**config.mk**
```make
export PLATFORM = sky130hd
export DESIGN_NAME = conv_scheduler_flat
export DESIGN_NICKNAME = d
export VERILOG_FILES = /design/src/rtl/cnn_pkg.sv /design/src/rtl/conv_scheduler_if.sv /design/src/rtl/conv_scheduler_watchdog_counter.sv /design/src/rtl/conv_scheduler.sv /design/src/flat_wrapper.sv
export SDC_FILE = /design/constraint.sdc
export NUM_CORES = 1
export LEC_CHECK = 0
export BUFFER_PORTS_ARGS = -buffer_cell sky130_fd_sc_hd__buf_2
export CAP_MARGIN = 20
export CELL_PAD_IN_SITES_DETAIL_PLACEMENT = 1
export CELL_PAD_IN_SITES_GLOBAL_PLACEMENT = 2
export CORE_MARGIN = 2
export CORE_UTILIZATION = 38
export CTS_BUF_LIST = sky130_fd_sc_hd__clkbuf_2 sky130_fd_sc_hd__clkbuf_4 sky130_fd_sc_hd__clkbuf_8
export DETAILED_ROUTE_END_ITERATION = 8
export HOLD_SLACK_MARGIN = 0.12
export MAX_ROUTING_LAYER = met4
export PLACE_DENSITY = 0.87
export SLEW_MARGIN = 0
export SYNTH_ARGS = -nofsm -noshare
export SYNTH_HDL_FRONTEND = slang
export SYNTH_HIERARCHICAL = 1
export SYNTH_SLANG_ARGS = --single-unit
```
**constraint.sdc**
```tcl
create_clock -name clk -period 3.2 [get_ports clk]
set_input_delay 0.64 -clock clk [delete_from_list [all_inputs] [get_ports clk]]
set_output_delay 0.64 -clock clk [all_outputs]
set_load 0.01 [all_outputs]
```
**src/rtl/cnn_pkg.sv**
```systemverilog
// cnn_pkg: shared state encoding, bank constants and width helper for the CNN sequencing blocks.
package cnn_pkg;

    typedef enum logic [2:0] {IDLE, ARM, RUN, SWAP, FINISH, ERR} conv_sched_state_t;

    localparam logic BANK_A = 1'b0;
    localparam logic BANK_B = 1'b1;

    function automatic int clog2_min1(input int n);
        return n > 1 ? $clog2(n) : 1;
    endfunction

endpackage

```
**src/rtl/conv_scheduler_if.sv**
```systemverilog
// conv_scheduler_if: handshake between the scheduler, the host loader and the convolution engine.
interface conv_sched_if
    import cnn_pkg::*;
#(
    parameter int NUM_PASSES = 4
) ();
    localparam int PW = clog2_min1(NUM_PASSES);

    logic          layer_start;
    logic          host_req;
    logic          host_gnt;
    logic          conv_start;
    logic          conv_done;
    logic [PW-1:0] pass_idx;
    logic          rd_bank;
    logic          wr_bank;
    logic          busy;
    logic          layer_done;
    logic          timeout_err;

    modport master (
        output layer_start, host_req, conv_done,
        input  host_gnt, conv_start, pass_idx, rd_bank, wr_bank, busy, layer_done, timeout_err
    );

    modport slave (
        input  layer_start, host_req, conv_done,
        output host_gnt, conv_start, pass_idx, rd_bank, wr_bank, busy, layer_done, timeout_err
    );

endinterface

```
**src/rtl/conv_scheduler_watchdog_counter.sv**
```systemverilog
// watchdog_counter: counts enabled cycles and flags when the count sits at LIMIT-1.
module watchdog_counter
    import cnn_pkg::*;
#(
    parameter int LIMIT = 1024
) (
    input  logic clk,
    input  logic rst,
    input  logic clr,
    input  logic en,
    output logic expired
);
    localparam int W = clog2_min1(LIMIT);

    logic [W-1:0] count_q, count_d;

    always_comb begin
        count_d = clr ? '0 : en ? count_q + 1'b1 : count_q;
        expired = count_q == W'(LIMIT - 1);
    end

    always_ff @(posedge clk) begin
        if (!rst) count_q <= '0;
        else      count_q <= count_d;
    end

endmodule

```
**src/rtl/conv_scheduler.sv**
```systemverilog
// conv_scheduler: runs NUM_PASSES convolution passes per layer, ping-pongs the feature-RAM banks
// between passes and hands the feature RAM to the host loader only while idle.
module conv_scheduler
    import cnn_pkg::*;
#(
    parameter int NUM_PASSES     = 4,
    parameter int TIMEOUT_CYCLES = 1024
) (
    input logic         clk,
    input logic         rst,
    conv_sched_if.slave bus
);
    localparam int            PW        = clog2_min1(NUM_PASSES);
    localparam logic [PW-1:0] LAST_PASS = PW'(NUM_PASSES - 1);

    conv_sched_state_t state_q;
    logic              pending_q, pending_d, launch;
    logic              host_gnt_q, conv_start_q, busy_q, layer_done_q, timeout_err_q, rd_bank_q;
    logic              wd_expired;
    logic [PW-1:0]     pass_idx_q;

    // The host wins: a layer only launches once both the request and the grant are low.
    always_comb begin
        launch    = state_q == IDLE && (pending_q || bus.layer_start) && !bus.host_req && !host_gnt_q;
        pending_d = (pending_q || (bus.layer_start && (state_q == IDLE || state_q == ERR))) && !launch;
    end

    watchdog_counter #(.LIMIT(TIMEOUT_CYCLES)) u_wd (
        .clk    (clk),
        .rst    (rst),
        .clr    (state_q == ARM),
        .en     (state_q == RUN),
        .expired(wd_expired)
    );

    always_ff @(posedge clk) begin
        if (!rst) begin
            state_q       <= IDLE;
            pending_q     <= 1'b0;
            host_gnt_q    <= 1'b0;
            conv_start_q  <= 1'b0;
            busy_q        <= 1'b0;
            layer_done_q  <= 1'b0;
            timeout_err_q <= 1'b0;
            rd_bank_q     <= BANK_A;
            pass_idx_q    <= '0;
        end else begin
            pending_q    <= pending_d;
            conv_start_q <= 1'b0;
            layer_done_q <= 1'b0;
            case (state_q)
                IDLE: begin
                    host_gnt_q <= bus.host_req;
                    if (launch) begin
                        state_q       <= ARM;
                        conv_start_q  <= 1'b1;
                        busy_q        <= 1'b1;
                        timeout_err_q <= 1'b0;
                    end
                end
                ARM: state_q <= RUN;
                // Completion beats the watchdog when both land in the same cycle.
                RUN: begin
                    if (bus.conv_done) begin
                        state_q <= SWAP;
                    end else if (wd_expired) begin
                        state_q       <= ERR;
                        busy_q        <= 1'b0;
                        timeout_err_q <= 1'b1;
                        pass_idx_q    <= '0;
                    end
                end
                SWAP: begin
                    rd_bank_q <= ~rd_bank_q;
                    if (pass_idx_q == LAST_PASS) begin
                        state_q      <= FINISH;
                        layer_done_q <= 1'b1;
                    end else begin
                        state_q      <= ARM;
                        conv_start_q <= 1'b1;
                        pass_idx_q   <= pass_idx_q + 1'b1;
                    end
                end
                FINISH: begin
                    state_q    <= IDLE;
                    busy_q     <= 1'b0;
                    pass_idx_q <= '0;
                end
                default: state_q <= IDLE;
            endcase
        end
    end

    always_comb begin
        bus.host_gnt    = host_gnt_q;
        bus.conv_start  = conv_start_q;
        bus.busy        = busy_q;
        bus.layer_done  = layer_done_q;
        bus.timeout_err = timeout_err_q;
        bus.pass_idx    = pass_idx_q;
        bus.rd_bank     = rd_bank_q;
        bus.wr_bank     = ~rd_bank_q;
    end

endmodule

```
**src/flat_wrapper.sv**
```systemverilog
// flat-port wrapper written by rule: the top's interface ports become plain ports
module conv_scheduler_flat import cnn_pkg::*;
#(
    parameter int NUM_PASSES     = 4,
    parameter int TIMEOUT_CYCLES = 1024
)
  (clk, rst, bus_layer_start, bus_host_req, bus_conv_done, bus_host_gnt, bus_conv_start, bus_pass_idx, bus_rd_bank, bus_wr_bank, bus_busy, bus_layer_done, bus_timeout_err);
  conv_sched_if #(.NUM_PASSES(NUM_PASSES)) bus_i ();
  input logic clk;
  input logic rst;
  input wire logic [$bits(bus_i.layer_start)-1:0] bus_layer_start;
  input wire logic [$bits(bus_i.host_req)-1:0] bus_host_req;
  input wire logic [$bits(bus_i.conv_done)-1:0] bus_conv_done;
  output wire logic [$bits(bus_i.host_gnt)-1:0] bus_host_gnt;
  output wire logic [$bits(bus_i.conv_start)-1:0] bus_conv_start;
  output wire logic [$bits(bus_i.pass_idx)-1:0] bus_pass_idx;
  output wire logic [$bits(bus_i.rd_bank)-1:0] bus_rd_bank;
  output wire logic [$bits(bus_i.wr_bank)-1:0] bus_wr_bank;
  output wire logic [$bits(bus_i.busy)-1:0] bus_busy;
  output wire logic [$bits(bus_i.layer_done)-1:0] bus_layer_done;
  output wire logic [$bits(bus_i.timeout_err)-1:0] bus_timeout_err;
  assign bus_i.layer_start = bus_layer_start;
  assign bus_i.host_req = bus_host_req;
  assign bus_i.conv_done = bus_conv_done;
  assign bus_host_gnt = bus_i.host_gnt;
  assign bus_conv_start = bus_i.conv_start;
  assign bus_pass_idx = bus_i.pass_idx;
  assign bus_rd_bank = bus_i.rd_bank;
  assign bus_wr_bank = bus_i.wr_bank;
  assign bus_busy = bus_i.busy;
  assign bus_layer_done = bus_i.layer_done;
  assign bus_timeout_err = bus_i.timeout_err;
  conv_scheduler #(.NUM_PASSES(NUM_PASSES), .TIMEOUT_CYCLES(TIMEOUT_CYCLES)) u_core (.clk(clk), .rst(rst), .bus(bus_i));
endmodule
```
# After elaboration in Yosys (flattened, before gate mapping)

Index checks and enable logic that the tools add are counted.

Eq/ne operators: 12
Div/mod/pow operators: 0
Add/subtract/negate cells: 2
Muxes and demuxes: 21
Magnitude comparators: 0
Bitwise gates (word level): 2
Multipliers: 0
Reductions and logical operators: 21
Shift-type cells: 0

Operator list:

| operator                                               | number |
|---|---|
| 2-to-1 mux 3 bit                                       | 4 |
| case mux 3 bit (4 select lines)                        | 1 |
| AND reduction 4 bit                                    | 3 |
| adder 10 x 1 -> 10 bit (second input constant)         | 1 |
| == test 10 bit (second input constant)                 | 1 |
| 2-to-1 mux 1 bit                                       | 9 |
| == test 3 x 2 -> 1 bit (second input constant)         | 2 |
| == test 3 bit (second input constant)                  | 2 |
| 2-to-1 mux 2 bit                                       | 3 |
| case mux 2 bit (3 select lines)                        | 1 |
| nonzero test 3 bit                                     | 2 |
| logical AND 1 bit                                      | 5 |
| inequality test 2 x 1 -> 1 bit (second input constant) | 2 |
| inequality test 2 bit (second input constant)          | 2 |
| case mux 1 bit (2 select lines)                        | 2 |
| AND reduction 2 bit                                    | 2 |
| == test 3 x 1 -> 1 bit (second input constant)         | 1 |
| logical NOT 1 bit                                      | 3 |
| logical NOT 3 bit                                      | 1 |
| logical OR 1 bit                                       | 3 |
| inequality test 3 x 2 -> 1 bit (second input constant) | 1 |
| case mux 1 bit (3 select lines)                        | 1 |
| adder 2 x 1 -> 2 bit (second input constant)           | 1 |
| == test 2 bit (second input constant)                  | 1 |
| other kinds (3)                                        | 4 |

Bits of input ports: 5
Memories kept: 0
Bits in registers: 22
RAM bits: 0
Bits in read-only memories: 0
Output and inout port bits: 9
Latch bits: 0
Logic and storage cells: 68

# Depth between registers and ports, before layout

Gate-level depths: netlist of the first run.

Word-level depth: 6
Depth in mapped cells: 7
Depth with buffers taken out: 7

# Cells and area by module

The synthesis of the first run kept the hierarchy.

Modules (own cells, without submodules):

| module           | sequential area each (sq um) | instances | cells each | area an instance (sq um) |
|---|---|---|---|---|
| conv_scheduler   | 240.2                        | 1         | 70         | 604.3 |
| watchdog_counter | 200.2                        | 1         | 53         | 464.2 |

# Least setup slack after synthesis of the first run

No wires, ideal clock.

Kind: register to register
Start: register u_core.u_wd.count_q[0]
End: register u_core.pass_idx_q[0] (netlist: u_core/bus.pass_idx[0])
Setup slack: 1.531 ns
Setup time: 0.125 ns
Required time: 3.075 ns
Stages on the path, launching flop included: 8
Clock period less this slack: 1.669 ns
Arrival: 1.544 ns
Path buffers: 0
Path through: dfxtp_1 > ha_1 > nand2_1 > nor4_1 > nand4bb_1 > a21oi_1 > a41oi_2 > mux2i_1

Word-level cells in the longest chain between the ends: 3

RTL lines:

| item                                     | RTL line                              | source |
|---|---|---|
| start: declaration                       | conv_scheduler_watchdog_counter.sv:15 | `logic [W-1:0] count_q, count_d;` |
| start signal: assignment                 | conv_scheduler_watchdog_counter.sv:24 | `else count_q <= count_d;` |
| == test 10 bit                           | conv_scheduler_watchdog_counter.sv:19 | `expired = count_q == W'(LIMIT - 1);` |
| via u_core.wd_expired                    | conv_scheduler.sv:19                  | `logic wd_expired;` |
| inequality test 2 x 1 -> 1 bit (no line) | -                                     |  |
| AND reduction 4 bit (no line)            | -                                     |  |
| end signal: assignment                   | conv_scheduler.sv:81                  | `pass_idx_q <= pass_idx_q + 1'b1;` |
| end: declaration                         | conv_scheduler.sv:20                  | `logic [PW-1:0] pass_idx_q;` |

The timed path passes the listed nets, and every way through them passes these cells.
A chain may end at the register's enable or synchronous reset.

# Final worst setup path of the first run

Start: register u_core.state_q[1]
End: register u_core.u_wd.count_q[8]

Word-level cells in the longest chain between the ends: 2
Elaborated cells between the ends (all ways): 3
Classes of those cells: eq/ne: 2; reduce/logical: 1

RTL lines:

| item                         | RTL line             | source |
|---|---|---|
| start: declaration           | conv_scheduler.sv:16 | `conv_sched_state_t state_q;` |
| start signal: assignment     | conv_scheduler.sv:38 | `state_q <= IDLE;` |
| start signal: assignment     | conv_scheduler.sv:55 | `state_q <= ARM;` |
| start signal: assignment     | conv_scheduler.sv:61 | `ARM: state_q <= RUN;` |
| == test 3 x 1 -> 1 bit       | conv_scheduler.sv:31 | `.clr (state_q == ARM),` |
| OR reduction 2 bit (no line) | -                    |  |

Several ways; a longest one is shown, not always the timed one.

==> results of run 1 <==
==> per-stage QoR <==
step	power, mW	util	cell area (µm²)
2_1_floorplan	0.373	-	1070
3_3_place_gp	0.386	0.419	1140
3_5_place_dp	0.389	0.419	1140
4_1_cts	0.607	0.439	1190
5_1_grt	0.628	0.439	1190
6_report	0.595	0.439	1190
==> layout make-up <==
type	instances	area, µm²
clock inverter	1	30.0
sequential	22	440
clock buffer	3	22.5
inverter	7	26.3
fill	335	1520
timing repair buffer	13	65.1
multi-input combinational	88	566
tap	31	38.8
==> flip-flops by register name, summed over array words and instances (netlist names) <==
register and cells:
u_core/bus.pass_idx 2, u_core/bus.host_gnt 1, u_core/bus.busy 1, u_core/state_q 3, u_core/bus.conv_start 1, u_core/bus.rd_bank 1
u_core/bus.layer_done 1, u_core/bus.timeout_err 1, u_core/pending_q 1, u_core/u_wd/count_q 10
==> cell usage in the layout, fill, tap and decap left out, types with 4 or more instances in the layout <==
cell type / count
buf_2: 13
mux2i_1: 5
a21oi_1: 12
nand2b_1: 4
nor2_1: 9
dfxtp_1: 22
nand2_1: 10
nand3_1: 5
inv_1: 6
==> worst paths after layout <==
kind | from | end | slack [ns] | cells after the start
hold / removal | u_core/u_wd/count_q[9] | u_core/u_wd/count_q[9] | 0.50 | 2
hold reg to reg | u_core/u_wd/count_q[9] | u_core/u_wd/count_q[9] | 0.50 | 2
setup / recovery | u_core/state_q[1] | u_core/u_wd/count_q[8] | 1.02 | 5
setup reg to reg | u_core/state_q[1] | u_core/u_wd/count_q[8] | 1.02 | 5
==> metal layers <==
metal  vias to the layer above  track usage  wire length [µm]
met3                         2       0.0204                48
met4                         0       0.0598                20
li1                        458            -                 -
met2                         7        0.264              1150
met5                         -            -                 0
met1                       427        0.173              1030
==> cells by family after synthesis <==
group	synth area share
XOR/XNOR	0.0410
flip-flops	0.412
buffers and inverters	0.0585
multiplexers	0.0468
adder cells (fa/ha/maj)	0.0234
AND/OR/NAND/NOR	0.270
AO/OA/AOI/OAI	0.148
==> power by group through the flow <==
stage / Combinational [mW] / Sequential [mW] / Clock, mW
after global routing: 0.0866 / 0.308 / 0.233
after global placement: 0.0757 / 0.310 / 0
final: 0.0766 / 0.306 / 0.213
after floorplan: 0.0698 / 0.304 / 0
after CTS: 0.0778 / 0.305 / 0.224
after detailed placement: 0.0776 / 0.312 / 0
==> worst max-delay path, cell delays in order, from the launching register on <==
cell	delay, ns
dfxtp_1	0.58
nand2b_1	0.15
nor2_1	0.44
nand4_1	0.30
or4_1	0.48
a21oi_1	0.17
==> reports/metrics.yaml, run 1 <==
holdWs_ns: 0.495
finClkSkew_ns: 0.00400
hold_viol_final: 0
period_minus_slack_ns: 2.18
cts_tree: "done"
core_mm2: 0.00271
syn_area_per_cell_um2: 8.69
cts.reportedPaths.clkPinSlew_ns: 0.13
post_drt_wl_per_cell_um: 13.6
die_h_um: 57.0
grt_max_degree: 15
ys_warn_count: 6
worstSkewPairLatency_ns: 0.30
ys.flop_type: "dfxtp_1"
detail-route-antenna-nets: 0
p_switching_mw: 0.147
end_kind: "flip-flop"
yosysTopAreaCellShare: 0.412
h-tree-depth: 1
rows: 19
wirelength_mm: 2.25
die_w_um: 57.0
seqPwrFrac: 0.514
synth_nets: 130
placedCellCount: 161
required_ns: 3.44
worst_pin_slew_ns: 0.651
cts.sinks: 22
max_cap_violations: 0
vias_per_cell: 5.42
place.gp.congestion: 0.841
drc: 0
finalSetupViolCount: 0
p_clk_frac: 0.358
fin_nets: 142
grt_pass1_vias: 915
swShare: 0.247
crit_path_start_kind: "flip-flop"
path_max_fanout: 11
num_io_pins: 14
combinationalPowerShare: 0.129
vias: 894
hold_buffers: 0
drive_gt1_frac: 0.164
drt-pass1-iter-count: 4
root_buffer: "clkbuf_4"
ir_drop_uv: 251
yosysUniqueCellTypes: 38
antenna_found_initial: 0
syn_inst: 123
yosysMostFrequentCell: "dfxtp_1"
maxSlewViolCount: 0
max_freq_mhz: 459
first_iter_violations: 21
synth_largest_area_cell: "dfxtp_1"
cts_resized: 0
synth_common_cells: "22 x dfxtp_1, 12 x a21oi_1, 10 x nand2_1"
outcome: "completed"
max-slew-margin-rel: 0.562
power.density_mw_per_mm2: 501
synth.area.top_cells: "dfxtp_1 41%, a21oi_1 5.6%, mux2i_1 4.7%, nand2_1 3.5%, nor2_1 3.2%"
grt_overflow_total: 0
ys_seq_area_frac: 0.412
setup_ws_ns: 1.02
async_flop_share: 0
start_util: 0.394
synth_enable_flop_cells: 0
grtUsageTotal: 0.151
hpwlAfterDp_mm: 1.68
n_antenna_cell: 0
crit_arrival_ns: 2.42
postCtsSetupBuffers: 0
stdcell_count: 165
min_path_type: "reg2reg"
p_int_mw: 0.448
clock_path_buffers: 2
grt_pass1_wl_mm: 3.80
grt_setup_unrepaired: "false"
period_share: 0.681
place_ws_ns: 1.06
die_area_mm2: 0.00325
port_buffers: 13
areaGrowthSynthToFinish_pct: 11.2
ys_seq_elements: 22
cts_made_buffers: 3
p_leak_nw: 0.456
netlist_area_mm2: 0.00107
worstSetupPathType: "reg2reg"
fin_setup_tns_ns: 0
(Power assumes the default switching activity.)
==> run 2: changes to the inputs <==
CORE_UTILIZATION = 32   (was 38)
PLACE_DENSITY = 0.78   (was 0.87)
clock period = 1.9 ns   (was 3.2 ns; I/O delays follow)
==> reports/metrics.yaml, run 2 (synthesis results as in run 1) <==
outcome: "completed"
critPathSlowestCell: "dfxtp_1"
root_buffer: "clkbuf_4"
p_clk_frac: 0.283  # -0.075
combinationalPowerShare: 0.177  # +0.048
antenna_found_initial: 0  # unchanged
grt_pass1_wl_mm: 4.04  # +6.4%
hpwlAfterDp_mm: 1.84  # +9.5%
areaGrowthSynthToFinish_pct: 15.3
cts_resized: 0  # unchanged
clock_path_buffers: 2  # unchanged
swShare: 0.272  # +0.0249
required_ns: 2.10  # -1.34 ns
place.gp.congestion: 0.734  # -13%
first_iter_violations: 16  # -24%
grtUsageTotal: 0.146  # -0.00477
rows: 20  # +1
vias: 917  # +2.6%
max_cap_violations: 0  # unchanged
fin_setup_tns_ns: 0  # unchanged
crit_arrival_ns: 1.93  # -0.49 ns
largest_reg_flops: 10  # unchanged
period_share: 0.911  # +0.230
wirelength_mm: 2.44  # +8.6%
core_mm2: 0.00310  # +14%
p_leak_nw: 0.475  # +4.4%
cts.sinks: 22  # unchanged
drc: 0  # unchanged
crit_path_start_kind: "flip-flop"
port_buffers: 13  # unchanged
n_antenna_cell: 0  # unchanged
start_util: 0.344  # -0.0499
worstSetupPathType: "reg2reg"
maxSlewViolCount: 0  # unchanged
cts.reportedPaths.clkPinSlew_ns: 0.12  # about the same
fin_util: 0.397  # -0.0414
fin_nets: 147  # +3.5%
h-tree-depth: 1  # unchanged
final_common_cell: "dfxtp_1"
n_fill_cell: 390  # +16%
vias_per_cell: 5.01  # -7.5%
grt_max_degree: 15  # unchanged
finalSetupViolCount: 0  # unchanged
path_cells: "ha_1 > nand2_1 > nor4_2 > nand4bb_1 > a21oi_1 > a41oi_2 > mux2i_1"
hold_buffers: 0  # unchanged
seqPwrFrac: 0.540  # +0.026
grt_setup_unrepaired: "false"
max-slew-margin-rel: 0.753  # +0.191
period_minus_slack_ns: 1.73  # -0.448 ns
layout_common_cells: "22 x dfxtp_1, 13 x buf_2, 12 x a21oi_1"
end_kind: "flip-flop"
cts_made_buffers: 3  # unchanged
wl_met3_um: 79  # +65%
top_register: "u_core/u_wd/count_q"
detail-route-antenna-nets: 0  # unchanged
reg2regPathDepth: 7  # +2
topRoutingLayerUsed: "met4"
drt-pass1-iter-count: 4  # unchanged
hold_viol_final: 0  # unchanged
grt_overflow_total: 0  # unchanged
die_h_um: 61.8  # +8.3%
cts_tree: "done"
p_switching_mw: 0.250  # +70%
slowest_delay_ns: 0.45  # -0.13 ns
worst_pin_slew_ns: 0.365  # -0.287 ns
max_freq_mhz: 578  # +26%
postCtsSetupBuffers: 0  # unchanged
finClkSkew_ns: 0.00173  # -0.00228 ns
ir_drop_uv: 240  # -4.6%
worst_hold_path.num_cells: 3  # +1
min_path_type: "in2reg"
wl_met1_mm: 1.25  # +21%
path_max_fanout: 4  # -7
worstSkewPairLatency_ns: 0.30  # about the same
die_area_mm2: 0.00382  # +17%
num_io_pins: 14  # unchanged
wl_met2_mm: 1.10  # -4.6%
grt_pass1_vias: 919  # +0.44%
power.density_mw_per_mm2: 746  # +49%
drive_gt1_frac: 0.201  # +0.0373
post_drt_wl_per_cell_um: 13.3  # -2.0%
p_int_mw: 0.669  # +49%
die_w_um: 61.8  # +8.3%
p_total_mw: 0.919  # +54%
run 2: final timing paths:
check	start	endpoint	slack (ns)
worst max register to register	u_core/u_wd/count_q[0]	u_core/bus.pass_idx[0]	0.17
worst min-delay path	bus_host_req	u_core/bus.host_gnt	0.36
worst max-delay path	u_core/u_wd/count_q[0]	u_core/bus.pass_idx[0]	0.17
worst min register to register	u_core/bus.timeout_err	u_core/bus.timeout_err	0.49
run 2: per-stage QoR:
step,std cells,instance area (µm²),setup WS [ns],hold WS (ns)
2_1_floorplan,123,1070,0.231,0.443
3_3_place_gp,179,1190,0.107,0.456
3_5_place_dp,179,1190,0.0866,0.474
4_1_cts,183,1230,0.0235,0.349
5_1_grt,183,1230,0.0374,0.360
6_report,183,1230,0.169,0.364
run 2: layout make-up:
class | count | area [µm²] | share of cell area
clock buffer | 4 | 36.3 | 0.0294
multi-input combinational | 88 | 572 | 0.464
sequential | 22 | 440 | 0.357
timing repair buffer | 18 | 103 | 0.0832
tap | 44 | 55.1 | 0.0447
inverter | 7 | 26.3 | 0.0213
run 2: power by group through the flow:
stage | clock network, mW | logic (mW) | registers, mW
after global placement | 0 | 0.161 | 0.506
final | 0.260 | 0.163 | 0.496
after CTS | 0.279 | 0.165 | 0.496
after global routing | 0.296 | 0.181 | 0.500
after floorplan | 0 | 0.118 | 0.511
after detailed placement | 0 | 0.165 | 0.506
run 2: critical path: cells and delay by family (launching register included):
family          cells  cell delay (ns)
simple gates        3             0.45
compound gates      2             0.35
mux                 1             0.15
fa+ha+maj           1             0.23
flops               1             0.45
run 2: metal layers:
layer  global-route usage  vias up
li1                     -      468
met1                0.195      436
met2                0.221       11
met3               0.0311        2
met4               0.0456        0
met5                    -        -
